## config.mk

```make
export PLATFORM = sky130hd
export DESIGN_NAME = keypad_event_ctrl
export DESIGN_NICKNAME = d
export VERILOG_FILES = /design/src/rtl/keypad_event_ctrl_pkg.sv /design/src/rtl/keypad_event_ctrl_fifo.sv /design/src/rtl/keypad_event_ctrl.sv
export SDC_FILE = /design/constraint.sdc
export NUM_CORES = 1
export LEC_CHECK = 0
export ABC_AREA = 0
export ABC_CLOCK_PERIOD_IN_PS = 2790
export CORE_MARGIN = 3
export CORE_UTILIZATION = 34
export DETAILED_ROUTE_END_ITERATION = 10
export GPL_ROUTABILITY_DRIVEN = 0
export HOLD_SLACK_MARGIN = 0.12
export SYNTH_ARGS = -nofsm -noshare
export SYNTH_HDL_FRONTEND = slang
export SYNTH_HIERARCHICAL = 1
export SYNTH_SLANG_ARGS = --single-unit
```

## constraint.sdc

```tcl
create_clock -name Clock -period 2.79 [get_ports Clock]
set_clock_uncertainty 0.05 [all_clocks]
set_input_delay 0.558 -clock Clock [delete_from_list [all_inputs] [get_ports Clock]]
set_output_delay 0.558 -clock Clock [all_outputs]
set_load 0.005 [all_outputs]
```

## src/rtl/keypad_event_ctrl_pkg.sv

```systemverilog
// ============================================================================
//  Module      : keypad_event_ctrl_pkg
//  Description : Shared widths, event field offsets, FSM encoding and the
//                lowest-set-bit helper for the keypad event controller.
//  Revision    : 1.0  initial release
// ============================================================================
`default_nettype none

package keypad_event_ctrl_pkg;

    localparam int KEY_W        = 4;
    localparam int MAP_W        = 16;
    localparam int EV_W         = 5;
    localparam int EV_CODE_LSB  = 0;
    localparam int EV_CODE_MSB  = 3;
    localparam int EV_PRESS_BIT = 4;

    typedef enum logic [0:0] {
        IDLE = 1'b0,
        BUSY = 1'b1
    } state_t;

    // Index of the lowest set bit; the scan runs high to low so the last hit wins.
    function automatic logic [KEY_W-1:0] lowest_index(input logic [MAP_W-1:0] m);
        logic [KEY_W-1:0] idx;
        idx = '0;
        for (int i = MAP_W - 1; i >= 0; i--) begin
            if (m[i]) begin
                idx = i[KEY_W-1:0];
            end
        end
        return idx;
    endfunction

endpackage

`default_nettype wire

```

## src/rtl/keypad_event_ctrl_fifo.sv

```systemverilog
// ============================================================================
//  Module      : keypad_event_fifo
//  Description : Synchronous event FIFO, power-of-two depth. A push into a
//                full FIFO succeeds only when a pop happens in the same cycle;
//                otherwise it is reported on 'drop'.
//  Revision    : 1.0  initial release
// ============================================================================
`default_nettype none

module keypad_event_fifo #(
    parameter int DEPTH = 4,
    parameter int WIDTH = 5
) (
    input  logic                     Clock,
    input  logic                     Reset,
    input  logic                     push,
    input  logic [WIDTH-1:0]         push_data,
    input  logic                     pop,
    output logic [WIDTH-1:0]         pop_data,
    output logic                     full,
    output logic                     empty,
    output logic [$clog2(DEPTH):0]   count,
    output logic                     drop
);

    localparam int PTR_W = $clog2(DEPTH);

    logic [WIDTH-1:0] mem [DEPTH];
    logic [PTR_W-1:0] wr_ptr;
    logic [PTR_W-1:0] rd_ptr;
    logic             do_push;
    logic             do_pop;

    assign full     = (count == (PTR_W + 1)'(DEPTH));
    assign empty    = (count == '0);
    assign do_pop   = pop && !empty;
    assign do_push  = push && (!full || pop);
    assign drop     = push && full && !pop;
    assign pop_data = mem[rd_ptr];

    // Storage array; cleared on reset so the head reads zero out of reset.
    always_ff @(posedge Clock or negedge Reset) begin
        if (!Reset) begin
            for (int i = 0; i < DEPTH; i++) begin
                mem[i] <= '0;
            end
        end else if (do_push) begin
            mem[wr_ptr] <= push_data;
        end
    end

    // Pointers wrap naturally at DEPTH; count tracks occupancy exactly.
    always_ff @(posedge Clock or negedge Reset) begin
        if (!Reset) begin
            wr_ptr <= '0;
            rd_ptr <= '0;
            count  <= '0;
        end else begin
            if (do_push) begin
                wr_ptr <= wr_ptr + 1'b1;
            end
            if (do_pop) begin
                rd_ptr <= rd_ptr + 1'b1;
            end
            case ({do_push, do_pop})
                2'b10:   count <= count + 1'b1;
                2'b01:   count <= count - 1'b1;
                default: count <= count;
            endcase
        end
    end

endmodule

`default_nettype wire

```

## src/rtl/keypad_event_ctrl.sv

```systemverilog
// ============================================================================
//  Module      : keypad_event_ctrl
//  Description : Diffs successive debounced 4x4 key snapshots, serialises the
//                changes into press/release events (lowest key first, one per
//                cycle) and queues them for the CPU.
//                Optional auto-repeat of a single held key: KEYPAD_REPEAT_EN.
//  Revision    : 1.0  initial release
// ============================================================================
`default_nettype none

module keypad_event_ctrl
    import keypad_event_ctrl_pkg::*;
#(
    parameter int DEPTH       = 4,
    parameter int REPEAT_DLY  = 50,
    parameter int REPEAT_RATE = 10
) (
    input  logic                    Clock,
    input  logic                    Reset,
    input  logic [15:0]             keys,
    input  logic                    scan_tick,
    output logic                    ev_valid,
    output logic [3:0]              ev_code,
    output logic                    ev_press,
    input  logic                    ev_ready,
    output logic [$clog2(DEPTH):0]  ev_count,
    output logic                    overflow,
    input  logic                    ovf_clr
);

    generate
        if (DEPTH < 2 || (DEPTH & (DEPTH - 1)) != 0 || REPEAT_DLY < 1 || REPEAT_RATE < 1) begin : g_param_check
            $error("keypad_event_ctrl: illegal parameter value");
        end
    endgenerate

    state_t             state;
    state_t             state_next;
    logic [MAP_W-1:0]   prev;
    logic [MAP_W-1:0]   pend;
    logic [MAP_W-1:0]   snap;
    logic [MAP_W-1:0]   diff;
    logic [MAP_W-1:0]   pend_clr;
    logic [KEY_W-1:0]   sel;
    logic               push;
    logic [EV_W-1:0]    push_ev;
    logic [EV_W-1:0]    head_ev;
    logic               fifo_empty;
    logic               fifo_full;
    logic               drop;

    assign diff     = keys ^ prev;
    assign sel      = lowest_index(pend);
    assign pend_clr = pend & ~(MAP_W'(1) << sel);

`ifdef KEYPAD_REPEAT_EN
    localparam int REP_MAX = (REPEAT_DLY > REPEAT_RATE) ? REPEAT_DLY : REPEAT_RATE;
    localparam int CNT_W   = $clog2(REP_MAX + 1);

    logic [CNT_W-1:0] hold_cnt;
    logic [CNT_W-1:0] cnt_inc;
    logic [CNT_W-1:0] rep_target;
    logic             rep_active;
    logic             prev_onehot;
    logic             rep_elig;
    logic             rep_fire;

    assign prev_onehot = (prev != '0) && ((prev & (prev - MAP_W'(1))) == '0);
    assign rep_elig    = (state == IDLE) && scan_tick && (diff == '0) && prev_onehot;
    assign cnt_inc     = hold_cnt + 1'b1;
    assign rep_target  = rep_active ? CNT_W'(REPEAT_RATE) : CNT_W'(REPEAT_DLY);
    assign rep_fire    = rep_elig && (cnt_inc == rep_target);

    // Hold counter: first target is the initial delay, then the repeat rate.
    always_ff @(posedge Clock or negedge Reset) begin
        if (!Reset) begin
            hold_cnt   <= '0;
            rep_active <= 1'b0;
        end else if (state == IDLE && scan_tick) begin
            if (rep_fire) begin
                hold_cnt   <= '0;
                rep_active <= 1'b1;
            end else if (rep_elig) begin
                hold_cnt   <= cnt_inc;
            end else begin
                hold_cnt   <= '0;
                rep_active <= 1'b0;
            end
        end
    end
`else
    logic rep_fire;
    assign rep_fire = 1'b0;
`endif

    // Next state and event push: BUSY emits the lowest pending change each cycle.
    always_comb begin
        state_next = state;
        push       = 1'b0;
        push_ev    = '0;
        case (state)
            IDLE: begin
                if (scan_tick && diff != '0) begin
                    state_next = BUSY;
                end else if (rep_fire) begin
                    push    = 1'b1;
                    push_ev = {1'b1, lowest_index(prev)};
                end
            end
            BUSY: begin
                push    = 1'b1;
                push_ev = {snap[sel], sel};
                if (pend_clr == '0) begin
                    state_next = IDLE;
                end
            end
            default: state_next = IDLE;
        endcase
    end

    // FSM state register.
    always_ff @(posedge Clock or negedge Reset) begin
        if (!Reset) begin
            state <= IDLE;
        end else begin
            state <= state_next;
        end
    end

    // Snapshot capture in IDLE; prev only absorbs bits as they are reported,
    // so a tick ignored while BUSY loses nothing.
    always_ff @(posedge Clock or negedge Reset) begin
        if (!Reset) begin
            prev <= '0;
            pend <= '0;
            snap <= '0;
        end else if (state == IDLE) begin
            if (scan_tick) begin
                pend <= diff;
                snap <= keys;
            end
        end else begin
            pend      <= pend_clr;
            prev[sel] <= snap[sel];
        end
    end

    // Sticky overflow; a drop in the same cycle as a clear keeps it set.
    always_ff @(posedge Clock or negedge Reset) begin
        if (!Reset) begin
            overflow <= 1'b0;
        end else if (drop) begin
            overflow <= 1'b1;
        end else if (ovf_clr) begin
            overflow <= 1'b0;
        end
    end

    keypad_event_fifo #(
        .DEPTH (DEPTH),
        .WIDTH (EV_W)
    ) u_fifo (
        .Clock     (Clock),
        .Reset     (Reset),
        .push      (push),
        .push_data (push_ev),
        .pop       (ev_ready),
        .pop_data  (head_ev),
        .full      (fifo_full),
        .empty     (fifo_empty),
        .count     (ev_count),
        .drop      (drop)
    );

    assign ev_valid = !fifo_empty;
    assign ev_code  = head_ev[EV_CODE_MSB:EV_CODE_LSB];
    assign ev_press = head_ev[EV_PRESS_BIT];

    logic unused_full;
    assign unused_full = fifo_full;

endmodule

`default_nettype wire

```

### Yosys cells after proc, flatten, opt, wreduce, memory -nomap -nowiden

Index checks and enable logic that the tools add are counted.

* $add $sub $neg: 4
* order comparisons: 5
* eq/ne operators: 3
* shift-type cells: 1
* mux-type cells: 37
* bitwise operators: 6
* reduce and logical (&&, ||, !) cells: 18

Operator list (count)
* $mux 4: 16
* $mux 16: 2
* $bwmux 20: 1
* $and 16x16->16: 1
* $bwmux 16: 1
* $logic_not 16->1: 1
* $not 16->16: 1
* $reduce_bool 16->1: 1
* $shl 1x4->16 const A: 1
* $xor 16x16->16: 1
* $mux 5: 3
* $bmux 5 s2: 1
* $demux 5 s2: 1
* $pmux 5 s2: 1
* $logic_and 1x1->1: 7
* $ge 3x3->1 const B: 2
* $mux 1: 6
* $not 2->3: 2
* $pmux 3 s2: 1
* $reduce_bool 2->1: 3
* $lt 4x5->1 const B: 1
* $add 2x1->2 const B: 2
* $bmux 1 s4: 1
* $demux 1 s4: 1
* other kinds (13): 16

* bits in registers: 77
* input port bits: 21
* output and inout bits: 10
* logic and storage cells: 86

### Longest topological paths before layout

Gate-level depths: netlist (run 1).

* depth after elaboration: 22
* gate-level depth with buffers: 9
* mapped depth without buffers: 8

### By module

The synthesis (run 1) kept the hierarchy.

Modules (own cells, without submodules)
* keypad_event_ctrl: instances 1, cells each 292, area an instance 2875.3 µm², seq. area each 1251.2 µm²
* keypad_event_fifo: instances 1, cells each 89, area an instance 1296.2 µm², seq. area each 675.6 µm²

### Worst setup path before layout (run 1)

OpenSTA, ideal clock, no wires.

* kind: reg-to-reg
* start: reg pend[14]
* end: reg u_fifo/mem[14] in the netlist's numbering
* setup time: 0.125 ns
* arrival time: 2.185 ns
* data required time: 2.615 ns
* path slack: 0.430 ns
* cell stages (with the launch flop): 9
* buffers on the path: 0
* period minus slack after synthesis: 2.360 ns
* path through: dfrtp_1 > nand2b_4 > a2111oi_4 > o211ai_2 > nand2_1 > mux2_2 > o221ai_2 > a211oi_2 > mux2_2

* word-level cells in the longest chain between the ends: 19

Ends and longest elaborated chain
* start: declaration: RTL line keypad_event_ctrl.sv:40 `logic [MAP_W-1:0] pend;`
* start signal: assignment: RTL line keypad_event_ctrl.sv:139 `pend <= diff;`
* start signal: assignment: RTL line keypad_event_ctrl.sv:143 `pend <= pend_clr;`
* $mux 4 (15 in a row): RTL line keypad_event_ctrl_pkg.sv:28 `if (m[i]) begin`
* $bmux 1 s4: RTL line keypad_event_ctrl.sv:112 `push_ev = {snap[sel], sel};`
* $mux 1 (implied by the code): RTL line keypad_event_ctrl.sv:112
* $pmux 5 s2: RTL line keypad_event_ctrl.sv:101 `case (state)`
* net push_ev[4]: RTL line keypad_event_ctrl.sv:46 `logic [EV_W-1:0] push_ev;`
* $bwmux 20: RTL line keypad_event_ctrl_fifo.sv:48 `mem[wr_ptr] <= push_data;`
* end signal: indexed assignment: RTL line keypad_event_ctrl_fifo.sv:48
* end: declaration: RTL line keypad_event_ctrl_fifo.sv:28 `logic [WIDTH-1:0] mem [DEPTH];`

The timed path passes the listed nets, and every way through them passes these cells. The select of a mux whose other input is x is not followed.
A chain may end at the register's enable or synchronous reset.

### Worst setup path after layout (run 1)

* start: reg pend[11]
* end: reg u_fifo/mem[14] in the netlist's numbering

* word-level cells in the longest chain between the ends: 16

Ends and longest elaborated chain (RTL line)
* $mux 4 (12 in a row): keypad_event_ctrl_pkg.sv:28
* $bmux 1 s4: keypad_event_ctrl.sv:112
* $mux 1 (implied by the code): keypad_event_ctrl.sv:112
* $pmux 5 s2: keypad_event_ctrl.sv:101
* net push_ev[4]: keypad_event_ctrl.sv:46
* $bwmux 20: keypad_event_ctrl_fifo.sv:48

The timed path passes the listed nets, and every way through them passes these cells. The select of a mux whose other input is x is not followed.

==> run summary, run 1 <==
Share of cells above drive strength 1: 23.7%
CTS tree: done
Crit path DAT: 2.83 ns
Syn-to-layout area delta: 20.1%
Mapped Nets: 407
H-Tree Depth: 3
Avg WL per Cell: 17.8 um
Maximum buffer depth of the clock tree: 2
Total die area: 13600 um2
Vias per cell: 5.35
Final Hold Fails: 0
Final Critical Period: 2.66 ns
Largest net degree at the start of global routing: 41
Post-CTS Setup Inserts: 0
IO buf count: 30
DRC: 0
Detailed Route WL: 10.2 mm
Drt first-iter violations: 142
Non-Filler Instances: 573
Hold Path Class: input port to asynchronous set/reset pin
Placed cell count: 557
Crit path required time: 2.96 ns
Worst slew pin tran: 0.650 ns
Max-capacitance violation count: 0
F_max: 0.377 GHz
Crit path capture type: register
Initial core utilization: 35.6%
Initial antenna violation count: 0
Gr usage total: 16.1%
Row cnt: 39
Inserted Diodes: 0
Outcome: finished clean
CP startpoint kind: register
Max_slew headroom: 56.3%
Max FO, Critical Path: 7
Num CTS Buffers: 9
Synth Area per Inst: 11.0 um2
Final slew viol count: 0
Routed vias: 3064
CTS Hold Bufs: 0
Antenna Nets Post-Route: 0
Worst-case hold slack: 0.142 ns
Worst skew pair latency: 0.34 ns
PwrDens: 1370 nW/um2
Crit path kind: register to register
RSZ-0062 raised after global routing: false
CTS root buffer: clkbuf_16
Cell area after synthesis: 4170 um2
Endpoints failing setup: 0
Post-route cell area: 5000 um2
First-pass GRT wire length: 16.8 mm
DIE HEIGHT: 117 um
Via count of the first global-routing pass: 3240
Max VDD drop: 0.483 mV
TNS Setup: 0 ns
Die Width: 117 um
Placed Area: 4690 um2
Remaining Overflow, GRT: 0
Core Footprint: 11700 um2
Post-cts sizing count: 0
Clock slew at reported path FFs: 0.06 ns
DR pass1 iterations: 4
Num ports: 31
Leakage: 0.00210 uW
Clk sinks: 77
Tcrit/Tclk final: 95.2%
Yosys warnings: 6
Hpwl dp: 7.73 mm
Synth Instances: 380
Final #Nets: 452
==> sequential cells by signal, summed over array words and instances, names as in the netlist <==
signal and cells:
overflow 1, pend 16, prev 16, snap 16, state 1, u_fifo/count 3, u_fifo/mem 20, u_fifo/rd_ptr 2
u_fifo/wr_ptr 2
==> path summary, 6_finish.rpt <==
check,endpoint,cells past startpoint,startpoint,slack [ns]
worst max-delay path,u_fifo/mem[14]$_DFFE_PN0P_,8,pend[11]$_DFFE_PN0P_,0.13
worst min-delay path,pend[12]$_DFFE_PN0P_,1,Reset,0.14
worst max register to register,u_fifo/mem[14]$_DFFE_PN0P_,8,pend[11]$_DFFE_PN0P_,0.13
worst min register to register,overflow$_DFFE_PN0P_,1,overflow$_DFFE_PN0P_,0.44
max in group asynchronous,snap[10]$_DFFE_PN0P_,2,Reset,1.89
min in group Clock,overflow$_DFFE_PN0P_,1,overflow$_DFFE_PN0P_,0.44
==> layout make-up <==
type | count | area, um2
clock buffer | 10 | 239
tap | 143 | 179
sequential | 77 | 1930
fill | 1118 | 6710
timing repair buffer | 47 | 425
multi-input combinational | 268 | 2080
clock inverter | 6 | 70.1
inverter | 22 | 82.6
==> cells in the final DEF, fill, tap and decap left out, types with 5 or more instances in the layout <==
cell,count
mux4_2,5
mux2_2,42
clkbuf_16,9
buf_4,18
nand2_1,33
mux2i_1,11
a21oi_1,12
xnor2_1,17
o21ai_0,8
inv_1,22
nor2_1,44
o22ai_1,20
xor2_1,5
clkdlybuf4s50_1,29
o31ai_1,5
ha_1,5
dfrtp_1,77
==> metrics by stage <==
step           setup slack [ns]  total power (uW)  util (%)
2_1_floorplan             0.430              4440         -
3_3_place_gp              0.186              5570      40.1
3_5_place_dp              0.156              5620      40.1
4_1_cts                   0.162              6870      42.7
5_1_grt                  0.0183              7310      42.7
6_report                  0.134              6830      42.7
==> report_power, final <==
group          internal [uW]  switching, uW
clock network            723            484
registers               1640            532
logic                   1650           1810
total                   4010           2820
==> layer usage <==
metal / global-route usage (%) / routed length (um) / vias to the layer above
met5: 0 / 0 / -
met4: 8.33 / 337 / 0
met3: 3.42 / 456 / 22
met2: 25.0 / 4810 / 71
met1: 21.2 / 4610 / 1511
li1: - / - / 1460
==> critical path, stage by stage, from the launching register on <==
cell      delay, ns
dfrtp_1        0.51
inv_1          0.10
o311ai_1       0.41
o211ai_2       0.18
and3_1         0.22
a211o_1        0.28
a31oi_1        0.38
a211oi_2       0.12
mux2_2         0.29
(Power assumes the default switching activity.)
==> inputs of run 2 (changes only) <==
--- a/config.mk
+++ b/config.mk
@@ -10,7 +10,6 @@
 export CORE_MARGIN = 3
 export CORE_UTILIZATION = 34
 export DETAILED_ROUTE_END_ITERATION = 10
-export GPL_ROUTABILITY_DRIVEN = 0
 export HOLD_SLACK_MARGIN = 0.12
 export SYNTH_ARGS = -nofsm -noshare
 export SYNTH_HDL_FRONTEND = slang
==> run summary, run 2 (same netlist as run 1, synthesis figures left out) <==
Outcome: finished clean (unchanged)
Depth of the most critical reg-to-reg path: 8 (unchanged)
Routability cong.: 0.883
Switching Power: 2790 uW (was 2820 uW)
Max reg flops: 20 (unchanged)
Crit path kind: register to output port (was register to register)
Via count of the first global-routing pass: 3182 (was 3240)
Crit path capture type: output port (was register)
F_max: 0.390 GHz (was 0.377 GHz)
Pint: 4110 uW (was 4010 uW)
Antenna Nets Post-Route: 0 (unchanged)
DRC: 0 (unchanged)
Crit path DAT: 1.96 ns (was 2.83 ns)
RR Endpoint: u_fifo/mem[19]$_DFFE_PN0P_ (was u_fifo/mem[14]$_DFFE_PN0P_)
Sw Ratio: 40.4% (was 41.3%)
Initial core utilization: 35.6% (unchanged)
Max FO, Critical Path: 7 (unchanged)
Vias per cell: 5.34 (was 5.35)
H-Tree Depth: 3 (unchanged)
Worst skew pair latency: 0.34 ns (about the same)
Final #Nets: 454 (was 452)
Sequential power share: 31.4% (was 31.7%)
CP startpoint kind: register (unchanged)
Gr usage total: 16.1% (about the same)
Drt first-iter violations: 240 (was 142)
Core Footprint: 11700 um2 (unchanged)
Final Critical Period: 2.57 ns (was 2.66 ns)
CTS tree: done (unchanged)
Share of cells above drive strength 1: 23.8% (was 23.7%)
Post-CTS Setup Inserts: 0 (unchanged)
Critical Path Source: u_fifo/rd_ptr[0]$_DFFE_PN0P_ (was pend[11]$_DFFE_PN0P_)
TNS Setup: 0 ns (unchanged)
Hold Path Class: input port to asynchronous set/reset pin (unchanged)
Endpoints failing setup: 0 (unchanged)
CTS Hold Bufs: 0 (unchanged)
Final Hold Fails: 0 (unchanged)
Biggest register: u_fifo/mem (unchanged)
Clk sinks: 77 (unchanged)
Syn-to-layout area delta: 20.5% (was 20.1%)
Max VDD drop: 0.634 mV (was 0.483 mV)
Remaining Overflow, GRT: 0 (unchanged)
Inserted Diodes: 0 (unchanged)
Non-Filler Instances: 575 (was 573)
Detailed Route WL: 10.0 mm (was 10.2 mm)
Final slew viol count: 0 (unchanged)
Routed vias: 3068 (was 3064)
Hpwl dp: 7.57 mm (was 7.73 mm)
Leakage: 0.00212 uW (was 0.00210 uW)
Largest net degree at the start of global routing: 40 (was 41)
Clock slew at reported path FFs: 0.06 ns (about the same)
Fin util: 42.9% (was 42.7%)
Worst slew pin tran: 0.538 ns (was 0.650 ns)
Post-cts sizing count: 0 (unchanged)
Total die area: 13600 um2 (unchanged)
Die Width: 117 um (unchanged)
Maximum buffer depth of the clock tree: 2 (unchanged)
Highest-count cells in the layout ignoring fill and taps: dfrtp_1 (77), nor2_1 (44), mux2_2 (42) (unchanged)
Max-capacitance violation count: 0 (unchanged)
RSZ-0062 raised after global routing: false (unchanged)
Post-route worst setup slack: 0.223 ns (was 0.134 ns)
Initial antenna violation count: 0 (unchanged)
Tcrit/Tclk final: 92.0% (was 95.2%)
Clock Power Share: 17.6% (was 17.7%)
CTS root buffer: clkbuf_16 (unchanged)
IO buf count: 30 (unchanged)
Setup WS pre-CTS: 0.154 ns (was 0.156 ns)
Row cnt: 39 (unchanged)
Crit path required time: 2.18 ns (was 2.96 ns)
Placed cell count: 559 (was 557)
Logic pwr share: 51.0% (was 50.6%)
DR pass1 iterations: 4 (unchanged)
PwrDens: 1370 nW/um2 (about the same)
Num ports: 31 (unchanged)
Commonest non-fill, non-tap cell in the layout: dfrtp_1 (unchanged)
Max_slew headroom: 64.0% (was 56.3%)
First-pass GRT wire length: 16.7 mm (was 16.8 mm)
Num CTS Buffers: 9 (unchanged)
Avg WL per Cell: 17.4 um (was 17.8 um)
Worst reg2reg setup slack: 0.23 ns (was 0.13 ns)
RR Startpoint: pend[5]$_DFFE_PN0P_ (was pend[11]$_DFFE_PN0P_)
Worst setup path end: ev_code[2] (was u_fifo/mem[14]$_DFFE_PN0P_)
DIE HEIGHT: 117 um (unchanged)
-- run 2: changes by cell type in the layout (fill, tap and decap cells not counted) --
| cell | previous run | this run |
|---|---|---|
| clkinv_2 | 0 | 1 |
| buf_4 | 18 | 20 |
| clkinvlp_4 | 3 | 1 |
| clkbuf_1 | 0 | 1 |
| inv_6 | 2 | 0 |
| clkbuf_8 | 1 | 3 |
-- run 2: area by class of cell --
type / instances / area, um2
well taps: 143 / 179
fillers: 1132 / 6690
clock buffers: 13 / 270
flip-flops and latches: 77 / 1930
clock inverters: 3 / 42.5
multi-input cells: 268 / 2080
inverters: 22 / 82.6
repair buffers: 49 / 440
-- run 2: power by group through the flow --
stage	Combinational, uW	Sequential [uW]	Clock (uW)
6_report	3520	2160	1220
5_1_grt	3880	2250	1290
4_1_cts	3520	2170	1230
3_5_place_dp	3510	2190	0
3_3_place_gp	3460	2160	0
2_1_floorplan	2500	1940	0
-- run 2: worst max-delay path, stage by stage (launching register included) --
cell             delay, ns
dfrtp_1               0.59
mux4_2                0.57
clkdlybuf4s50_1       0.46
-- run 2: worst min-delay path by stage --
stage | end | from | slack, ns
3_3_place_gp | overflow$_DFFE_PN0P_ | overflow$_DFFE_PN0P_ | 0.42
2_1_floorplan | overflow$_DFFE_PN0P_ | Reset | 0.21
6_report | snap[7]$_DFFE_PN0P_ | Reset | 0.14
4_1_cts | snap[7]$_DFFE_PN0P_ | Reset | 0.16
3_5_place_dp | overflow$_DFFE_PN0P_ | overflow$_DFFE_PN0P_ | 0.44
5_1_grt | snap[7]$_DFFE_PN0P_ | Reset | 0.18
-- run 2: through the flow --
step	power [uW]	cell area (um2)	hold slack (ns)
after floorplan	4440	4170	0.212
after global placement	5620	4710	0.422
after detailed placement	5700	4710	0.437
after CTS	6930	5020	0.162
after global routing	7420	5020	0.176
final	6900	5020	0.141
-- run 2: per-layer routing --
metal	vias to the layer above	share of wire, %	wire, um	GRT usage [%]
met5	-	0	0	0
met4	0	3.2	319	8.26
met3	23	4.7	472	2.59
met2	84	47	4680	24.5
met1	1507	45	4540	22.2
li1	1454	-	-	-
